===== config.mk =====
export PLATFORM = sky130hd
export DESIGN_NAME = m_timer_countdown_flat
export DESIGN_NICKNAME = d
export VERILOG_FILES = /design/src/rtl/m_timer_countdown_if.sv /design/src/rtl/m_timer_countdown.sv /design/src/flat_wrapper.sv
export SDC_FILE = /design/constraint.sdc
export NUM_CORES = 1
export LEC_CHECK = 0
export CAP_MARGIN = 5
export CELL_PAD_IN_SITES_DETAIL_PLACEMENT = 1
export CELL_PAD_IN_SITES_GLOBAL_PLACEMENT = 2
export CORE_UTILIZATION = 28
export CTS_CLUSTER_SIZE = 30
export DETAILED_ROUTE_END_ITERATION = 12
export PLACE_DENSITY_LB_ADDON = 0.1
export SETUP_SLACK_MARGIN = 0.2
export SYNTH_ARGS = -nofsm -noshare
export SYNTH_HDL_FRONTEND = slang
export SYNTH_SLANG_ARGS = --single-unit

===== constraint.sdc =====
create_clock -name clk -period 3 [get_ports clk]
set_input_delay 0.6 -clock clk [delete_from_list [all_inputs] [get_ports clk]]
set_output_delay 0.6 -clock clk [all_outputs]
set_load 0.02 [all_outputs]

===== src/rtl/m_timer_countdown_if.sv =====
// Control and display bundle for the m_timer_countdown MM:SS BCD countdown timer.
// The master side drives the presets and command pulses; the slave side owns the digits and status outputs.
interface m_timer_countdown_if;
  logic       tick;
  logic       load;
  logic       start;
  logic       stop;
  logic [3:0] pre_min_t;
  logic [3:0] pre_min_o;
  logic [3:0] pre_sec_t;
  logic [3:0] pre_sec_o;
  logic [3:0] min_t;
  logic [3:0] min_o;
  logic [3:0] sec_t;
  logic [3:0] sec_o;
  logic       running;
  logic       alarm;
  logic       done_pulse;

  modport master (
    output tick, load, start, stop, pre_min_t, pre_min_o, pre_sec_t, pre_sec_o,
    input  min_t, min_o, sec_t, sec_o, running, alarm, done_pulse
  );

  modport slave (
    input  tick, load, start, stop, pre_min_t, pre_min_o, pre_sec_t, pre_sec_o,
    output min_t, min_o, sec_t, sec_o, running, alarm, done_pulse
  );
endinterface


===== src/rtl/m_timer_countdown.sv =====
// MM:SS BCD countdown timer (IDLE/RUN/PAUSE/DONE) with a tick-timed alarm; all outputs are registered.
// Define TIMER_AUTORELOAD_EN to reload the preset on expiry instead of raising the alarm.
module m_timer_countdown #(
  parameter int ALARM_TICKS = 3
) (
  input logic                  clk,
  input logic                  rst,
  m_timer_countdown_if.slave   bus
);

  localparam logic [1:0] S_IDLE  = 2'd0;
  localparam logic [1:0] S_RUN   = 2'd1;
  localparam logic [1:0] S_PAUSE = 2'd2;
  localparam logic [1:0] S_DONE  = 2'd3;

  localparam logic [3:0] ALARM_LIMIT = 4'(ALARM_TICKS);

  // Count is packed as {min_t, min_o, sec_t, sec_o}, one BCD digit per nibble.
  logic [1:0]  state_q, state_nx;
  logic [15:0] count_q, count_nx;
  logic [3:0]  alarm_cnt_q, alarm_cnt_nx;
  logic        done_nx;
  logic        running_q, alarm_q, done_q;
  logic [15:0] preset;
  logic [3:0]  alarm_inc;
  logic        reload_ok;
  logic [15:0] reload_val;

  function automatic logic [3:0] clamp(input logic [3:0] d, input logic [3:0] max);
    return (d > max) ? max : d;
  endfunction

  function automatic logic [15:0] bcd_dec(input logic [15:0] v);
    logic [15:0] r;
    r = v;
    if (v[3:0] != 4'd0) begin
      r[3:0] = v[3:0] - 4'd1;
    end else begin
      r[3:0] = 4'd9;
      if (v[7:4] != 4'd0) begin
        r[7:4] = v[7:4] - 4'd1;
      end else begin
        r[7:4] = 4'd5;
        if (v[11:8] != 4'd0) begin
          r[11:8] = v[11:8] - 4'd1;
        end else begin
          r[11:8]  = 4'd9;
          r[15:12] = v[15:12] - 4'd1;
        end
      end
    end
    return r;
  endfunction

  assign preset = {clamp(bus.pre_min_t, 4'd9), clamp(bus.pre_min_o, 4'd9),
                   clamp(bus.pre_sec_t, 4'd5), clamp(bus.pre_sec_o, 4'd9)};

  assign alarm_inc = alarm_cnt_q + 4'd1;

`ifdef TIMER_AUTORELOAD_EN
  logic [15:0] shadow_q;

  always_ff @(posedge clk) begin
    if (rst) begin
      shadow_q <= 16'h0000;
    end else if (bus.load) begin
      shadow_q <= preset;
    end
  end

  // A zero shadow cannot be reloaded, so expiry then falls back to the alarm path.
  assign reload_ok  = (shadow_q != 16'h0000);
  assign reload_val = shadow_q;
`else
  assign reload_ok  = 1'b0;
  assign reload_val = 16'h0000;
`endif

  // NOTE: every combinational output gets a default first so no path leaves it unassigned (no latches).
  always_comb begin
    state_nx     = state_q;
    count_nx     = count_q;
    alarm_cnt_nx = alarm_cnt_q;
    done_nx      = 1'b0;
    if (bus.load) begin
      count_nx     = preset;
      alarm_cnt_nx = 4'd0;
      state_nx     = S_IDLE;
    end else begin
      case (state_q)
        S_IDLE, S_PAUSE: begin
          if (bus.start && (count_q != 16'h0000)) state_nx = S_RUN;
        end
        S_RUN: begin
          if (bus.stop) begin
            state_nx = S_PAUSE;
          end else if (bus.tick) begin
            if (count_q == 16'h0001) begin
              done_nx = 1'b1;
              if (reload_ok) begin
                count_nx = reload_val;
              end else begin
                count_nx     = 16'h0000;
                alarm_cnt_nx = 4'd0;
                state_nx     = S_DONE;
              end
            end else begin
              count_nx = bcd_dec(count_q);
            end
          end
        end
        default: begin
          if (bus.stop) begin
            alarm_cnt_nx = 4'd0;
            state_nx     = S_IDLE;
          end else if (bus.tick) begin
            if (alarm_inc >= ALARM_LIMIT) begin
              alarm_cnt_nx = 4'd0;
              state_nx     = S_IDLE;
            end else begin
              alarm_cnt_nx = alarm_inc;
            end
          end
        end
      endcase
    end
  end

  // NOTE: sequential state uses non-blocking assignments so every register samples pre-edge values.
  always_ff @(posedge clk) begin
    if (rst) begin
      state_q     <= S_IDLE;
      count_q     <= 16'h0000;
      alarm_cnt_q <= 4'd0;
      running_q   <= 1'b0;
      alarm_q     <= 1'b0;
      done_q      <= 1'b0;
    end else begin
      state_q     <= state_nx;
      count_q     <= count_nx;
      alarm_cnt_q <= alarm_cnt_nx;
      running_q   <= (state_nx == S_RUN);
      alarm_q     <= (state_nx == S_DONE);
      done_q      <= done_nx;
    end
  end

  assign bus.min_t      = count_q[15:12];
  assign bus.min_o      = count_q[11:8];
  assign bus.sec_t      = count_q[7:4];
  assign bus.sec_o      = count_q[3:0];
  assign bus.running    = running_q;
  assign bus.alarm      = alarm_q;
  assign bus.done_pulse = done_q;

endmodule


===== src/flat_wrapper.sv =====
// flat-port wrapper written by rule: the top's interface ports become plain ports
module m_timer_countdown_flat 
#(
  parameter int ALARM_TICKS = 3
)
  (clk, rst, bus_tick, bus_load, bus_start, bus_stop, bus_pre_min_t, bus_pre_min_o, bus_pre_sec_t, bus_pre_sec_o, bus_min_t, bus_min_o, bus_sec_t, bus_sec_o, bus_running, bus_alarm, bus_done_pulse);
  m_timer_countdown_if bus_i ();
  input logic clk;
  input logic rst;
  input wire logic [$bits(bus_i.tick)-1:0] bus_tick;
  input wire logic [$bits(bus_i.load)-1:0] bus_load;
  input wire logic [$bits(bus_i.start)-1:0] bus_start;
  input wire logic [$bits(bus_i.stop)-1:0] bus_stop;
  input wire logic [$bits(bus_i.pre_min_t)-1:0] bus_pre_min_t;
  input wire logic [$bits(bus_i.pre_min_o)-1:0] bus_pre_min_o;
  input wire logic [$bits(bus_i.pre_sec_t)-1:0] bus_pre_sec_t;
  input wire logic [$bits(bus_i.pre_sec_o)-1:0] bus_pre_sec_o;
  output wire logic [$bits(bus_i.min_t)-1:0] bus_min_t;
  output wire logic [$bits(bus_i.min_o)-1:0] bus_min_o;
  output wire logic [$bits(bus_i.sec_t)-1:0] bus_sec_t;
  output wire logic [$bits(bus_i.sec_o)-1:0] bus_sec_o;
  output wire logic [$bits(bus_i.running)-1:0] bus_running;
  output wire logic [$bits(bus_i.alarm)-1:0] bus_alarm;
  output wire logic [$bits(bus_i.done_pulse)-1:0] bus_done_pulse;
  assign bus_i.tick = bus_tick;
  assign bus_i.load = bus_load;
  assign bus_i.start = bus_start;
  assign bus_i.stop = bus_stop;
  assign bus_i.pre_min_t = bus_pre_min_t;
  assign bus_i.pre_min_o = bus_pre_min_o;
  assign bus_i.pre_sec_t = bus_pre_sec_t;
  assign bus_i.pre_sec_o = bus_pre_sec_o;
  assign bus_min_t = bus_i.min_t;
  assign bus_min_o = bus_i.min_o;
  assign bus_sec_t = bus_i.sec_t;
  assign bus_sec_o = bus_i.sec_o;
  assign bus_running = bus_i.running;
  assign bus_alarm = bus_i.alarm;
  assign bus_done_pulse = bus_i.done_pulse;
  m_timer_countdown #(.ALARM_TICKS(ALARM_TICKS)) u_core (.clk(clk), .rst(rst), .bus(bus_i));
endmodule

==> impl_metrics.py, run 1 <==
metrics = {
    "routing": {
        "drt-total-wl_um": 5140,
        "vias": 1687,
        "drcViolationCount": 0,
        "drt-initial-drc-count": 70,
        "antenna_left": 0,
        "wl_per_cell_um": 16.5,
        "via_per_inst": 5.42,
        "dr.pass1.iters": 4,
    },
    "die": {
        "core_um2": 5610,
        "rows": 27,
        "die_w_um": 79.0,
        "dieArea_um2": 6250,
        "ios": 41,
        "start_util": 0.296,
        "die_h_um": 79.0,
    },
    "clock_network": {
        "root_buffer": "clkbuf_8",
        "clock_latency_ns": 0.27,
        "cts-resized-gates": 0,
        "cts.reportedPaths.clkPinSlew_ns": 0.10,
        "clock_path_buffers": 2,
        "cts_htree_levels": 1,
        "numCtsBuffers": 3,
        "postCtsSetupBuffers": 0,
        "cts_tree": "yes",
        "cts_hold_buf": 0,
        "cts_sinks": 25,
    },
    "yosys": {
        "synth_flop_cell": "dfxtp_1",
        "seq_area_frac_synth": 0.301,
        "async_flop_share": 0,
        "synth_area_leaders": "dfxtp_1 (30%), ha_1 (6.8%), a21oi_1 (3.9%)",
        "synth_most_common_cell": "dfxtp_1",
        "syn_inst": 198,
        "synth_area_leader_cell": "dfxtp_1",
        "syn_area_per_cell_um2": 8.39,
        "syn_area_um2": 1660,
        "yosysWarnings": 0,
        "synth_edf_count": 0,
        "ys_types": 55,
        "synthTopCellsByCount": "dfxtp_1 (25), nor2_1 (15), inv_1 (14)",
        "syn_nets": 229,
        "yosys_register_bits": 25,
        "yosysTopAreaCellShare": 0.301,
    },
    "setup_path": {
        "worst_setup_path_end_kind": "flip-flop",
        "worstSetupStartpointType": "flip-flop",
        "crit_required_ns": 3.20,
        "crit_chain": "inv_1, ha_1, or3b_1, nor4_4, o21a_4, nor3_2, nor4b_4",
        "cp.arrival_ns": 2.68,
        "critical_path.max_stage_delay_ns": 0.67,
        "crit_path_top_delay_cell": "nor4_4",
        "crit_type": "reg -> reg",
        "cp_max_fo": 10,
    },
    "sta": {
        "slew_headroom": 0.550,
        "worstMarginPinSlew_ns": 0.674,
        "hold_viol_final": 0,
        "maxSlewViolCount": 0,
        "worst_slack_ns": 0.517,
        "clock.fmax_mhz": 403,
        "rsz0062_at_grt": "no",
        "fin_setup_tns_ns": 0,
        "min_period_ns": 2.48,
        "setup_viol": 0,
        "period_share": 0.828,
        "fin_worst_skew_ns": 0.00896,
    },
    "global_routing": {
        "grt_pass1_vias": 1754,
        "use_met2": 0.327,
        "antenna_found_initial": 0,
        "grt_max_degree": 22,
        "use_met3": 0.0184,
        "grtUsageMet1": 0.209,
        "grt-busiest-layer": "met2",
        "grt_use_total": 0.174,
        "grt_pass1_wl_um": 8710,
        "grt-ovfl-total": 0,
    },
    "cells_and_area": {
        "nets": 271,
        "post_route_cells_drive_above_1_share": 0.105,
        "areaGrowthSynthToFinish_pct": 32.2,
        "diodes": 0,
    },
    "power_and_ir_drop": {
        "p_int_uw": 566,
        "p_per_area_nw_per_um2": 388,
        "power_frac_clock": 0.246,
        "ir_drop_mv": 0.177,
        "power_leakage_uw": 0.000784,
        "power_frac_comb": 0.315,
        "p_sw_uw": 286,
        "p_sw_frac": 0.335,
        "seqPwrFrac": 0.439,
    },
    "run_status": {
        "outcome": "finished clean",
    },
    "hold_path": {
        "worstHoldPathType": "reg -> reg",
    },
    "job": {
        "drv_cap": 0,
    },
    "placement": {
        "pre_cts_ws_ns": 0.436,
        "io_buffer_count": 40,
        "place_hpwl_um": 3980,
        "gp_congestion": 0.826,
    },
}
## layout make-up
type                       instances  area [µm²]
clock buffer                       3        41.3
clock inverter                     1        5.00
fill                             683        3410
inverter                          15        56.3
multi-input combinational        150        1060
sequential                        25         500
tap                               72        90.1
timing repair buffer              45         438
## registers in the layout (all words and copies together), names as in the netlist
register / cells
u_core.state_q: 2
u_core.bus.alarm: 1
u_core.bus.running: 1
u_core.alarm_cnt_q: 4
u_core.count_q: 16
u_core.bus.done_pulse: 1
## worst paths after layout
path | from | to | slack, ns | cells past startpoint
max | u_core.count_q[8] | u_core.count_q[7] | 0.52 | 7
min | u_core.alarm_cnt_q[3] | u_core.alarm_cnt_q[3] | 0.50 | 1
max reg2reg | u_core.count_q[8] | u_core.count_q[7] | 0.52 | 7
min reg2reg | u_core.alarm_cnt_q[3] | u_core.alarm_cnt_q[3] | 0.50 | 1
## worst max-delay path, delay by kind of cell, from the launching register on
| kind | cells | cell delay, ns |
|---|---|---|
| AO/OA/AOI/OAI | 1 | 0.25 |
| buffers and inverters | 1 | 0.13 |
| flip-flops | 1 | 0.35 |
| AND/OR/NAND/NOR | 4 | 1.46 |
| adder cells (fa/ha/maj) | 1 | 0.22 |
## cell usage in the layout, fill, tap and decap left out, drive strengths merged, types with 2 or more instances in the layout
cell / n
a31oi: 9
dfxtp: 25
ha: 9
and3: 5
clkdlybuf4s50: 40
nand4: 2
nor3: 10
nand3: 4
nor2b: 2
a211oi: 10
clkbuf: 3
and2: 2
clkinv: 2
nor4b: 2
xnor2: 2
o21ai: 9
a221oi: 5
o211ai: 4
nor3b: 5
a21oi: 13
nand2: 10
o31ai: 3
inv: 14
o21a: 4
buf: 5
or3b: 5
nor2: 15
## kinds of logic after synthesis
family / Yosys count / share of synthesized area
XOR/XNOR: 3 / 0.0158
adder cells (fa/ha/maj): 9 / 0.0678
AO/OA/AOI/OAI: 69 / 0.300
flip-flops: 25 / 0.301
buffers and inverters: 23 / 0.0580
AND/OR/NAND/NOR: 69 / 0.257
## power groups by stage
| stage | sequential, µW | clock (µW) | combinational [µW] |
|---|---|---|---|
| floorplan | 395 | 0 | 146 |
| global placement | 380 | 0 | 262 |
| detailed placement | 382 | 0 | 269 |
| CTS | 374 | 218 | 271 |
| global route | 378 | 233 | 295 |
| finish | 374 | 210 | 268 |
## metrics by stage
step	cells	instance area (µm²)	util	power [µW]	hold WS (ns)
6_report	311	2200	0.392	852	0.496
3_5_place_dp	307	2150	0.383	650	0.471
3_3_place_gp	307	2150	0.383	642	0.467
5_1_grt	311	2200	0.392	906	0.523
4_1_cts	311	2200	0.392	863	0.498
2_1_floorplan	198	1660	-	541	0.452
## per-layer routing
layer / vias to the layer above / part of all wire
met4: 0 / 0.0049
met1: 825 / 0.45
met3: 2 / 0.030
met2: 30 / 0.52
met5: - / 0
li1: 830 / -
Note: power is estimated with default switching activity, not from simulation.
==> run 2, diff against run 1 <==
Settings changed: CORE_UTILIZATION 28 to 26.
Clock period 3 ns to 2.2 ns, I/O delays scaled along.
==> run 2 against run 1 <==
Against the previous run: critical path depth increased by 2; clock power grew 41%; via count up 8.2%; cell area rose by 21%; flip-flop and latch count did not move; register-to-register slack got worse by 0.32 ns; hold slack got worse by 0.0032 ns; setup slack lost 0.32 ns; non-clock buffer count increased by 35; critical path type unchanged; largest cell class unchanged; highest routed layer unchanged.
==> impl_metrics.py, run 2 (synthesized netlist as in run 1, its figures left out) <==
metrics = {
    "run_status": {
        "outcome": "finished clean",
    },
    "placement": {
        "gp_congestion": 0.775,
        "place_hpwl_um": 4220,
        "io_buffer_count": 40,
        "placed_cells": 323,
    },
    "power_and_ir_drop": {
        "power_frac_clock": 0.225,
        "p_sw_uw": 455,
        "p_sw_frac": 0.345,
        "seqPwrFrac": 0.385,
        "p_int_uw": 864,
        "power_frac_comb": 0.389,
        "ir_drop_mv": 0.249,
        "power_leakage_uw": 0.000987,
        "total_power_uw": 1320,
        "p_per_area_nw_per_um2": 496,
    },
    "cells_and_area": {
        "nets": 306,
        "fin_util": 0.442,
        "largest_reg_flops": 16,
        "layout_common_cells": "clkdlybuf4s50_1 (40), buf_4 (37), dfxtp_1 (17)",
        "post_route_cells_drive_above_1_share": 0.350,
        "layout.cells.non_filler": 349,
        "layout_commonest_cell": "clkdlybuf4s50_1",
        "reg.largest.list": "u_core.count_q x16, u_core.alarm_cnt_q x4, u_core.state_q x2",
        "areaGrowthSynthToFinish_pct": 60.2,
        "top_register": "u_core.count_q",
        "diodes": 0,
        "n_fill_cell": 725,
    },
    "clock_network": {
        "root_buffer": "clkbuf_8",
        "cts_hold_buf": 0,
        "numCtsBuffers": 3,
        "cts_sinks": 25,
        "cts_tree": "yes",
        "clock_path_buffers": 2,
        "cts_htree_levels": 1,
        "clock_latency_ns": 0.28,
        "cts.reportedPaths.clkPinSlew_ns": 0.10,
    },
    "die": {
        "rows": 28,
        "die_w_um": 81.9,
        "start_util": 0.276,
        "die_h_um": 81.9,
        "core_um2": 6030,
        "ios": 41,
        "dieArea_um2": 6710,
    },
    "setup_path": {
        "worstSetupStartpointType": "flip-flop",
        "cp.arrival_ns": 2.20,
        "cp.depth": 9,
        "path_common_cell": "buf_6",
        "crit_type": "reg -> reg",
        "critical_path.max_stage_delay_ns": 0.42,
        "worst_path_dominant_cell_family": "simple AND/OR/NAND/NOR gates",
        "ff2ff_path_depth": 9,
        "crit_required_ns": 2.41,
        "crit_path_top_delay_cell": "or3b_4",
        "path_buf_inv": 3,
        "crit_chain": "inv_4, ha_4, or3b_4, buf_6, nor4_4, buf_6, o21a_4, nor3_2, nor4b_4",
        "cp_max_fo": 5,
        "worst_setup_path_end_kind": "flip-flop",
    },
    "job": {
        "drv_cap": 0,
    },
    "sta": {
        "min_period_ns": 2.00,
        "whs_ns": 0.493,
        "period_share": 0.908,
        "clock.fmax_mhz": 501,
        "fin_worst_skew_ns": 0.00829,
        "setup_viol": 0,
        "rsz0062_at_grt": "yes",
        "maxSlewViolCount": 0,
        "worstMarginPinSlew_ns": 0.408,
        "slew_headroom": 0.727,
        "hold_viol_final": 0,
    },
    "hold_path": {
        "hold_depth": 1,
        "worstHoldPathType": "reg -> reg",
    },
    "routing": {
        "wl_per_cell_um": 16.7,
        "dr.pass1.iters": 4,
        "drcViolationCount": 0,
        "drt-total-wl_um": 5840,
        "antenna_left": 0,
        "via_per_inst": 5.23,
        "drt-initial-drc-count": 54,
        "vias": 1825,
    },
    "global_routing": {
        "grt_pass1_wl_um": 9410,
        "grt_pass1_vias": 1962,
        "grt_use_total": 0.184,
        "grt-ovfl-total": 0,
        "grt_max_degree": 17,
        "antenna_found_initial": 0,
    },
}
[run 2: cell count changes in the layout (fill, tap and decap cells not counted), sizes merged]
| cell | previous run | this run |
|---|---|---|
| buf | 5 | 40 |
[run 2: metrics by stage]
stage,worst slack [ns],instance area (µm²),setup TNS [ns]
CTS,0.201,2520,0
global placement,0.0249,2310,0
global route,0.104,2660,0
floorplan,0.193,1720,0
detailed placement,-0.00341,2310,-0.00341
finish,0.202,2660,0
[run 2: what timing repair did]
action	in CTS	in global routing
buffers inserted	17	4
setup endpoints to repair	18	18
resized for setup	10	22
cloned	1	0
pin swaps	5	8
[run 2: layout make-up]
type                            instances  area (µm²)  area share
Multi-Input combinational cell        150        1220       0.460
Inverter                               15        63.8      0.0240
Tap cell                               75        93.8      0.0353
Clock buffer                            3        41.3      0.0155
Timing Repair Buffer                   80         712       0.268
Clock inverter                          1        5.00     0.00188
Sequential cell                        25         520       0.196
[run 2: power by group through the flow]
stage	registers, µW	logic [µW]	clock network [µW]
2_1_floorplan	543	210	0
3_3_place_gp	520	395	0
3_5_place_dp	522	403	0
4_1_cts	508	473	302
5_1_grt	512	555	319
6_report	508	514	297
[run 2: path summary, 6_finish.rpt]
check	start	endpoint	slack, ns
worst min register to register	u_core.alarm_cnt_q[3]	u_core.alarm_cnt_q[3]	0.49
worst max register to register	u_core.count_q[12]	u_core.count_q[7]	0.20
worst max-delay path	u_core.count_q[12]	u_core.count_q[7]	0.20
worst min-delay path	u_core.alarm_cnt_q[3]	u_core.alarm_cnt_q[3]	0.49
[run 2: metal layers]
| layer | wire length, µm | global-route usage | up-vias |
|---|---|---|---|
| li1 | - | - | 900 |
| met1 | 2580 | 0.214 | 894 |
| met2 | 3050 | 0.350 | 25 |
| met3 | 136 | 0.0178 | 6 |
| met4 | 65 | 0.0544 | 0 |
| met5 | 0 | 0 | - |
